--- src/rtl/reorder_buffer.sv ---
// Reorder buffer: accepts up to two dispatches per cycle into slots chosen by the reservation
// station. It records up to two completions per cycle and retires up to two completed
// instructions per cycle in dispatch order. A circular age queue of slot numbers gives that order.
module reorder_buffer #(
    parameter int unsigned ROB_ENTRIES = 16,
    parameter int unsigned PREG_W      = 6,
    parameter int unsigned PC_W        = 32,
    localparam int unsigned IDX_W      = $clog2(ROB_ENTRIES),
    localparam int unsigned NUM_PREG   = 1 << PREG_W
) (
    input  logic                   clk,
    input  logic                   rst_n,
    input  logic                   flush,
    input  logic                   disp_valid1,
    input  logic                   disp_valid2,
    input  logic [IDX_W-1:0]       disp_rob_num1,
    input  logic [IDX_W-1:0]       disp_rob_num2,
    input  logic [PREG_W-1:0]      disp_dest1,
    input  logic [PREG_W-1:0]      disp_dest2,
    input  logic [PREG_W-1:0]      disp_old1,
    input  logic [PREG_W-1:0]      disp_old2,
    input  logic [PC_W-1:0]        disp_pc1,
    input  logic [PC_W-1:0]        disp_pc2,
    input  logic                   cmp_valid1,
    input  logic                   cmp_valid2,
    input  logic [IDX_W-1:0]       cmp_rob_num1,
    input  logic [IDX_W-1:0]       cmp_rob_num2,
    output logic [ROB_ENTRIES-1:0] rob_free,
    output logic [NUM_PREG-1:0]    retire_reg_ready,
    output logic                   ret_valid1,
    output logic                   ret_valid2,
    output logic [PREG_W-1:0]      ret_old1,
    output logic [PREG_W-1:0]      ret_old2,
    output logic [PC_W-1:0]        ret_pc1,
    output logic [PC_W-1:0]        ret_pc2,
    output logic                   disp_err
);

    localparam int unsigned CNT_W = IDX_W + 1;

    typedef logic [IDX_W-1:0] idx_t;
    typedef logic [CNT_W-1:0] cnt_t;

    // Per-slot payload and the age-ordered list of slot numbers
    logic [PREG_W-1:0] destMem [ROB_ENTRIES];
    logic [PREG_W-1:0] oldMem  [ROB_ENTRIES];
    logic [PC_W-1:0]   pcMem   [ROB_ENTRIES];
    idx_t              ageQ    [ROB_ENTRIES];

    logic [ROB_ENTRIES-1:0] busyQ, busyD, doneQ, doneD;
    idx_t                   headQ, headD, tailQ, tailD;
    cnt_t                   countQ, countD;

    logic                   retValid1D, retValid2D;
    logic [PREG_W-1:0]      retOld1D, retOld2D;
    logic [PC_W-1:0]        retPc1D, retPc2D;
    logic [NUM_PREG-1:0]    regReadyD;
    logic                   dispErrD;

    idx_t headSlot, nextSlot, tail2;
    logic ret1, ret2, acc1, acc2, we1, we2;

    // Busy bits are already registered, so the free map is simply their complement
    assign rob_free = ~busyQ;

    // Retire selection, dispatch acceptance and all next-state values
    always_comb begin
        headSlot = ageQ[headQ];
        nextSlot = ageQ[headQ + idx_t'(1)];
        ret1     = (countQ != '0) && doneQ[headSlot];
        ret2     = ret1 && (countQ >= cnt_t'(2)) && doneQ[nextSlot];

        // A slot retiring on this edge is still busy, so it is rejected here as well
        acc1  = disp_valid1 && !busyQ[disp_rob_num1];
        acc2  = disp_valid2 && !busyQ[disp_rob_num2]
                && !(disp_valid1 && (disp_rob_num2 == disp_rob_num1));
        we1   = acc1 && !flush;
        we2   = acc2 && !flush;
        tail2 = tailQ + idx_t'(acc1);

        busyD = busyQ;
        doneD = doneQ;
        // Completions only land on busy slots; a slot dispatched this edge is never busy yet
        if (cmp_valid1 && busyQ[cmp_rob_num1]) doneD[cmp_rob_num1] = 1'b1;
        if (cmp_valid2 && busyQ[cmp_rob_num2]) doneD[cmp_rob_num2] = 1'b1;
        if (ret1) begin
            busyD[headSlot] = 1'b0;
            doneD[headSlot] = 1'b0;
        end
        if (ret2) begin
            busyD[nextSlot] = 1'b0;
            doneD[nextSlot] = 1'b0;
        end
        if (acc1) begin
            busyD[disp_rob_num1] = 1'b1;
            doneD[disp_rob_num1] = 1'b0;
        end
        if (acc2) begin
            busyD[disp_rob_num2] = 1'b1;
            doneD[disp_rob_num2] = 1'b0;
        end

        headD  = headQ + idx_t'(ret1) + idx_t'(ret2);
        tailD  = tailQ + idx_t'(acc1) + idx_t'(acc2);
        countD = countQ + cnt_t'(acc1) + cnt_t'(acc2) - cnt_t'(ret1) - cnt_t'(ret2);

        retValid1D = ret1;
        retValid2D = ret2;
        retOld1D   = ret1 ? oldMem[headSlot] : '0;
        retOld2D   = ret2 ? oldMem[nextSlot] : '0;
        retPc1D    = ret1 ? pcMem[headSlot] : '0;
        retPc2D    = ret2 ? pcMem[nextSlot] : '0;
        regReadyD  = '0;
        if (ret1) regReadyD[destMem[headSlot]] = 1'b1;
        if (ret2) regReadyD[destMem[nextSlot]] = 1'b1;

        dispErrD = disp_err | (disp_valid1 & ~acc1) | (disp_valid2 & ~acc2);

        // Flush discards everything on this edge but keeps the sticky error
        if (flush) begin
            busyD      = '0;
            doneD      = '0;
            headD      = '0;
            tailD      = '0;
            countD     = '0;
            retValid1D = 1'b0;
            retValid2D = 1'b0;
            retOld1D   = '0;
            retOld2D   = '0;
            retPc1D    = '0;
            retPc2D    = '0;
            regReadyD  = '0;
            dispErrD   = disp_err;
        end
    end

    // Control state and registered retire outputs
    always_ff @(posedge clk or negedge rst_n) begin
        if (!rst_n) begin
            busyQ            <= '0;
            doneQ            <= '0;
            headQ            <= '0;
            tailQ            <= '0;
            countQ           <= '0;
            ret_valid1       <= 1'b0;
            ret_valid2       <= 1'b0;
            ret_old1         <= '0;
            ret_old2         <= '0;
            ret_pc1          <= '0;
            ret_pc2          <= '0;
            retire_reg_ready <= '0;
            disp_err         <= 1'b0;
        end else begin
            busyQ            <= busyD;
            doneQ            <= doneD;
            headQ            <= headD;
            tailQ            <= tailD;
            countQ           <= countD;
            ret_valid1       <= retValid1D;
            ret_valid2       <= retValid2D;
            ret_old1         <= retOld1D;
            ret_old2         <= retOld2D;
            ret_pc1          <= retPc1D;
            ret_pc2          <= retPc2D;
            retire_reg_ready <= regReadyD;
            disp_err         <= dispErrD;
        end
    end

    // Payload and age-queue writes; contents are only read under busy/count so need no reset
    always_ff @(posedge clk) begin
        if (we1) begin
            destMem[disp_rob_num1] <= disp_dest1;
            oldMem[disp_rob_num1]  <= disp_old1;
            pcMem[disp_rob_num1]   <= disp_pc1;
            ageQ[tailQ]            <= disp_rob_num1;
        end
        if (we2) begin
            destMem[disp_rob_num2] <= disp_dest2;
            oldMem[disp_rob_num2]  <= disp_old2;
            pcMem[disp_rob_num2]   <= disp_pc2;
            ageQ[tail2]            <= disp_rob_num2;
        end
    end

endmodule

--- config.mk ---
export PLATFORM = sky130hd
export DESIGN_NAME = reorder_buffer
export DESIGN_NICKNAME = d
export VERILOG_FILES = /design/src/rtl/reorder_buffer.sv
export SDC_FILE = /design/constraint.sdc
export NUM_CORES = 2
export LEC_CHECK = 0
export ABC_CLOCK_PERIOD_IN_PS = 7600
export BUFFER_PORTS_ARGS = -buffer_cell sky130_fd_sc_hd__buf_2
export CORE_MARGIN = 2
export CORE_UTILIZATION = 36
export DETAILED_ROUTE_END_ITERATION = 6
export PLACE_DENSITY_LB_ADDON = 0.15
export SETUP_SLACK_MARGIN = 0.05
export SLEW_MARGIN = 40
export SYNTH_ARGS = -nofsm -noshare
export SYNTH_HDL_FRONTEND = slang
export SYNTH_SLANG_ARGS = --single-unit
--- constraint.sdc ---
create_clock -name clk -period 7.6 [get_ports clk]
set_clock_uncertainty 0.15 [all_clocks]
set_input_delay 0 -clock clk [delete_from_list [all_inputs] [get_ports clk]]
set_output_delay 0 -clock clk [all_outputs]
set_load 0.03 [all_outputs]
==> metrics.txt <==
most frequent cell after synthesis nand2_1; H-tree depth 3; Worst IR Drop VDD 0.481 mV; Area Growth Syn to Fin 16.1%; clock transition at the registers of the reported paths 0.06 ns; drt drc 0; pre-CTS setup slack 1.55 ns; critical path endpoint category flip-flop; Mapped Cells 5046; router iterations before antenna repair 6; total wire length 215 mm; status finished clean; largest net degree at the start of global routing 143; Root Driver clkbuf_16; drt via density 6.05; Fmax 166 MHz; later-pin clock latency in the skew report 0.77 ns; fillers 14700; starting density of the core 0.363; CTS tree done; metal2 WL 99.5 mm; Ys Warns 0; core region area 0.155 mm^2; leak pwr 23.9 nW; fin crit share 0.794; post-DP HPWL 122 mm; TritonCTS Buffers 115; CP Class flip-flop to flip-flop; Synth area leader edfxtp_1; DR WL/cell 29.2 um; GPL Wtd Cong 0.850; Worst EP required 8.13 ns; fraction of layout cells with a size suffix above 1 0.273; WL met1 91.0 mm; Synth top cells by count 1024 x nand2_1, 768 x edfxtp_1, 768 x mux2_2, 399 x clkbuf_1, 267 x a311oi_1; clk sink count 956; FFs w/ async S/R, synth 0.197; Reg area 0.0278 mm^2; Final setup viols 0; fin area 0.0652 mm^2; share of the synthesized area in the top cell type 0.410; Post-CTS Resized 0; prevailing post-synth register cell edfxtp_1; Detail Route Antenna Nets 0; port bufs 269; total global routing track utilization 0.263; vias in the first global route 43700; power density of the placed cells 345 mW/mm^2; Yosys cell types 80; Post-synth EDFFs 768; sequential area share after synthesis 0.494; Max Slew Vio Count 0; Period minus WS final 6.03 ns; Max-slew headroom 0.372; Nets 5328; Arr. time, crit path 6.57 ns; top cells by area, synth edfxtp_1 41%, mux2_2 15%, dfrtp_1 8.4%; crit start category flip-flop; Rows 144; WL met3 15.9 mm; Hold Fails Final Rpt 0; unrepaired setup endpoints after global routing false; chip height 399 um; Synth Net Count 5173; Iter 0 DRT Violations 4565; total number of vias 44400; clock buffer depth 3; Die X 399 um; total grt overflow 0; uppermost layer routed met5; Worst Path Max Fanout 26; placed cell area 0.0597 mm^2; die area 0.159 mm^2; area of the multi-input gates 0.0266 mm^2; Max-Cap Viols 0; Setup TNS 0 ns; first-pass GRT wire length 308 mm; Setup WS post-layout 1.57 ns; Syn Std Cell Area 0.0562 mm^2; Worst-Margin Slew 0.943 ns; Synth Register Bits 956; Avg Cell Area, Syn 11.1 um^2; Hold WC Path Type primary input to flip-flop; number of antenna violations at the first check in global routing 15; hold_ws 0.0447 ns; I/O pin cnt 270
[layout by cell type (no fill, tap or decap), types with 14 or more instances in the layout]
cell and count:
edfxtp_1 768, buf_12 19, nand3_1 190, nor2b_1 27, mux4_2 46, nand2_1 1023
nand2b_1 24, mux2i_1 236, a211oi_1 142, buf_2 267, a31oi_1 45, or3b_2 16
nand4_1 33, inv_1 33, buf_4 65, nor3b_1 44, clkinv_2 14, or3_1 21
clkbuf_16 115, and2_1 83, mux2_2 767, and3_1 103, o21ai_0 35, dfrtp_1 188
a311oi_1 267, nor3_1 15, buf_6 16, a21oi_1 46, clkbuf_8 16, nor2_1 69
dlygate4sd3_1 174, clkbuf_1 46, o32a_1 24
[critical path: stages (launching register included)]
cell     delay [ns]
dfrtp_1        0.36
buf_4          0.26
ha_1           0.82
mux4_2         0.59
mux4_4         0.84
mux2i_1        0.19
mux2i_1        0.13
o21ai_0        0.14
nor4_4         0.66
nor2b_1        0.11
ha_1           0.22
nor4_1         0.30
ha_1           0.20
inv_1          0.06
ha_1           0.27
a21oi_1        0.12
nor2_1         0.06
or3_1          0.31
a21oi_1        0.14
[metrics by stage]
stage	total power, mW	cells	util
floorplan	13.3	5046	-
global placement	16.7	6930	0.383
detailed placement	16.9	6951	0.386
CTS	22.4	7342	0.422
global route	23.5	7344	0.422
finish	22.5	7346	0.422
[cell type report]
type                    instances  area share
diodes                          2   0.0000767
clock buffers                 177      0.0501
clock inverters                39     0.00637
inverters                      33     0.00190
multi-input cells            3537       0.407
flip-flops and latches        956       0.426
well taps                    2044      0.0392
repair buffers                558      0.0697
[metal layers]
metal / vias to the layer above / track usage
met5: - / 0
met4: 16 / 0.0983
met3: 437 / 0.0455
met2: 2011 / 0.421
met1: 22600 / 0.356
li1: 19400 / -
[sequential cells by signal (all words and copies together), names as in the netlist]
signal	count
pcMem	512
destMem	96
oldMem	96
ageQ	64
retire_reg_ready	64
ret_pc1	32
ret_pc2	32
busyQ	16
doneQ	16
ret_old1	6
ret_old2	6
countQ	5
headQ	4
tailQ	4
disp_err	1
ret_valid1	1
ret_valid2	1
[timing repair]
action,4_1_cts,5_1_grt
hold endpoints to repair,990,0
hold buffers,175,0
buffers inserted,0,0
[logic make-up (layout without fill, tap and decap cells)]
logic type,Yosys count,count (layout),share of synthesized area
xor gates and xnor gates,15,15,0.00261
and+or+nand+nor,1748,1748,0.145
DFF,956,956,0.494
adders and majority gates,16,16,0.00396
AOI/OAI and AO/OA,702,702,0.0983
buffers and inverters,553,807,0.0401
other,0,2,0
muxes,1056,1056,0.216
[final timing paths]
path / startpoint / endpoint / slack, ns / depth (start not counted)
min: cmp_rob_num1[0] / doneQ[7]$_DFF_PN0_ / 0.04 / 5
max: headQ[1]$_DFF_PN0_ / countQ[4]$_DFF_PN0_ / 1.57 / 18
max in group asynchronous: rst_n / retire_reg_ready[7]$_DFF_PN0_ / 6.31 / 4
min in group asynchronous: rst_n / countQ[4]$_DFF_PN0_ / 0.27 / 4
max reg2reg: headQ[1]$_DFF_PN0_ / countQ[4]$_DFF_PN0_ / 1.57 / 18
min reg2reg: busyQ[12]$_DFF_PN0_ / busyQ[12]$_DFF_PN0_ / 0.47 / 2
[power breakdown]
group          leakage, nW  total, mW  internal [mW]  switching (mW)
Combinational         12.6       11.0           3.34            7.67
Sequential            9.53       6.04           5.91           0.133
Clock                 1.78       5.47           3.10            2.37
(Power assumes the default switching activity.)
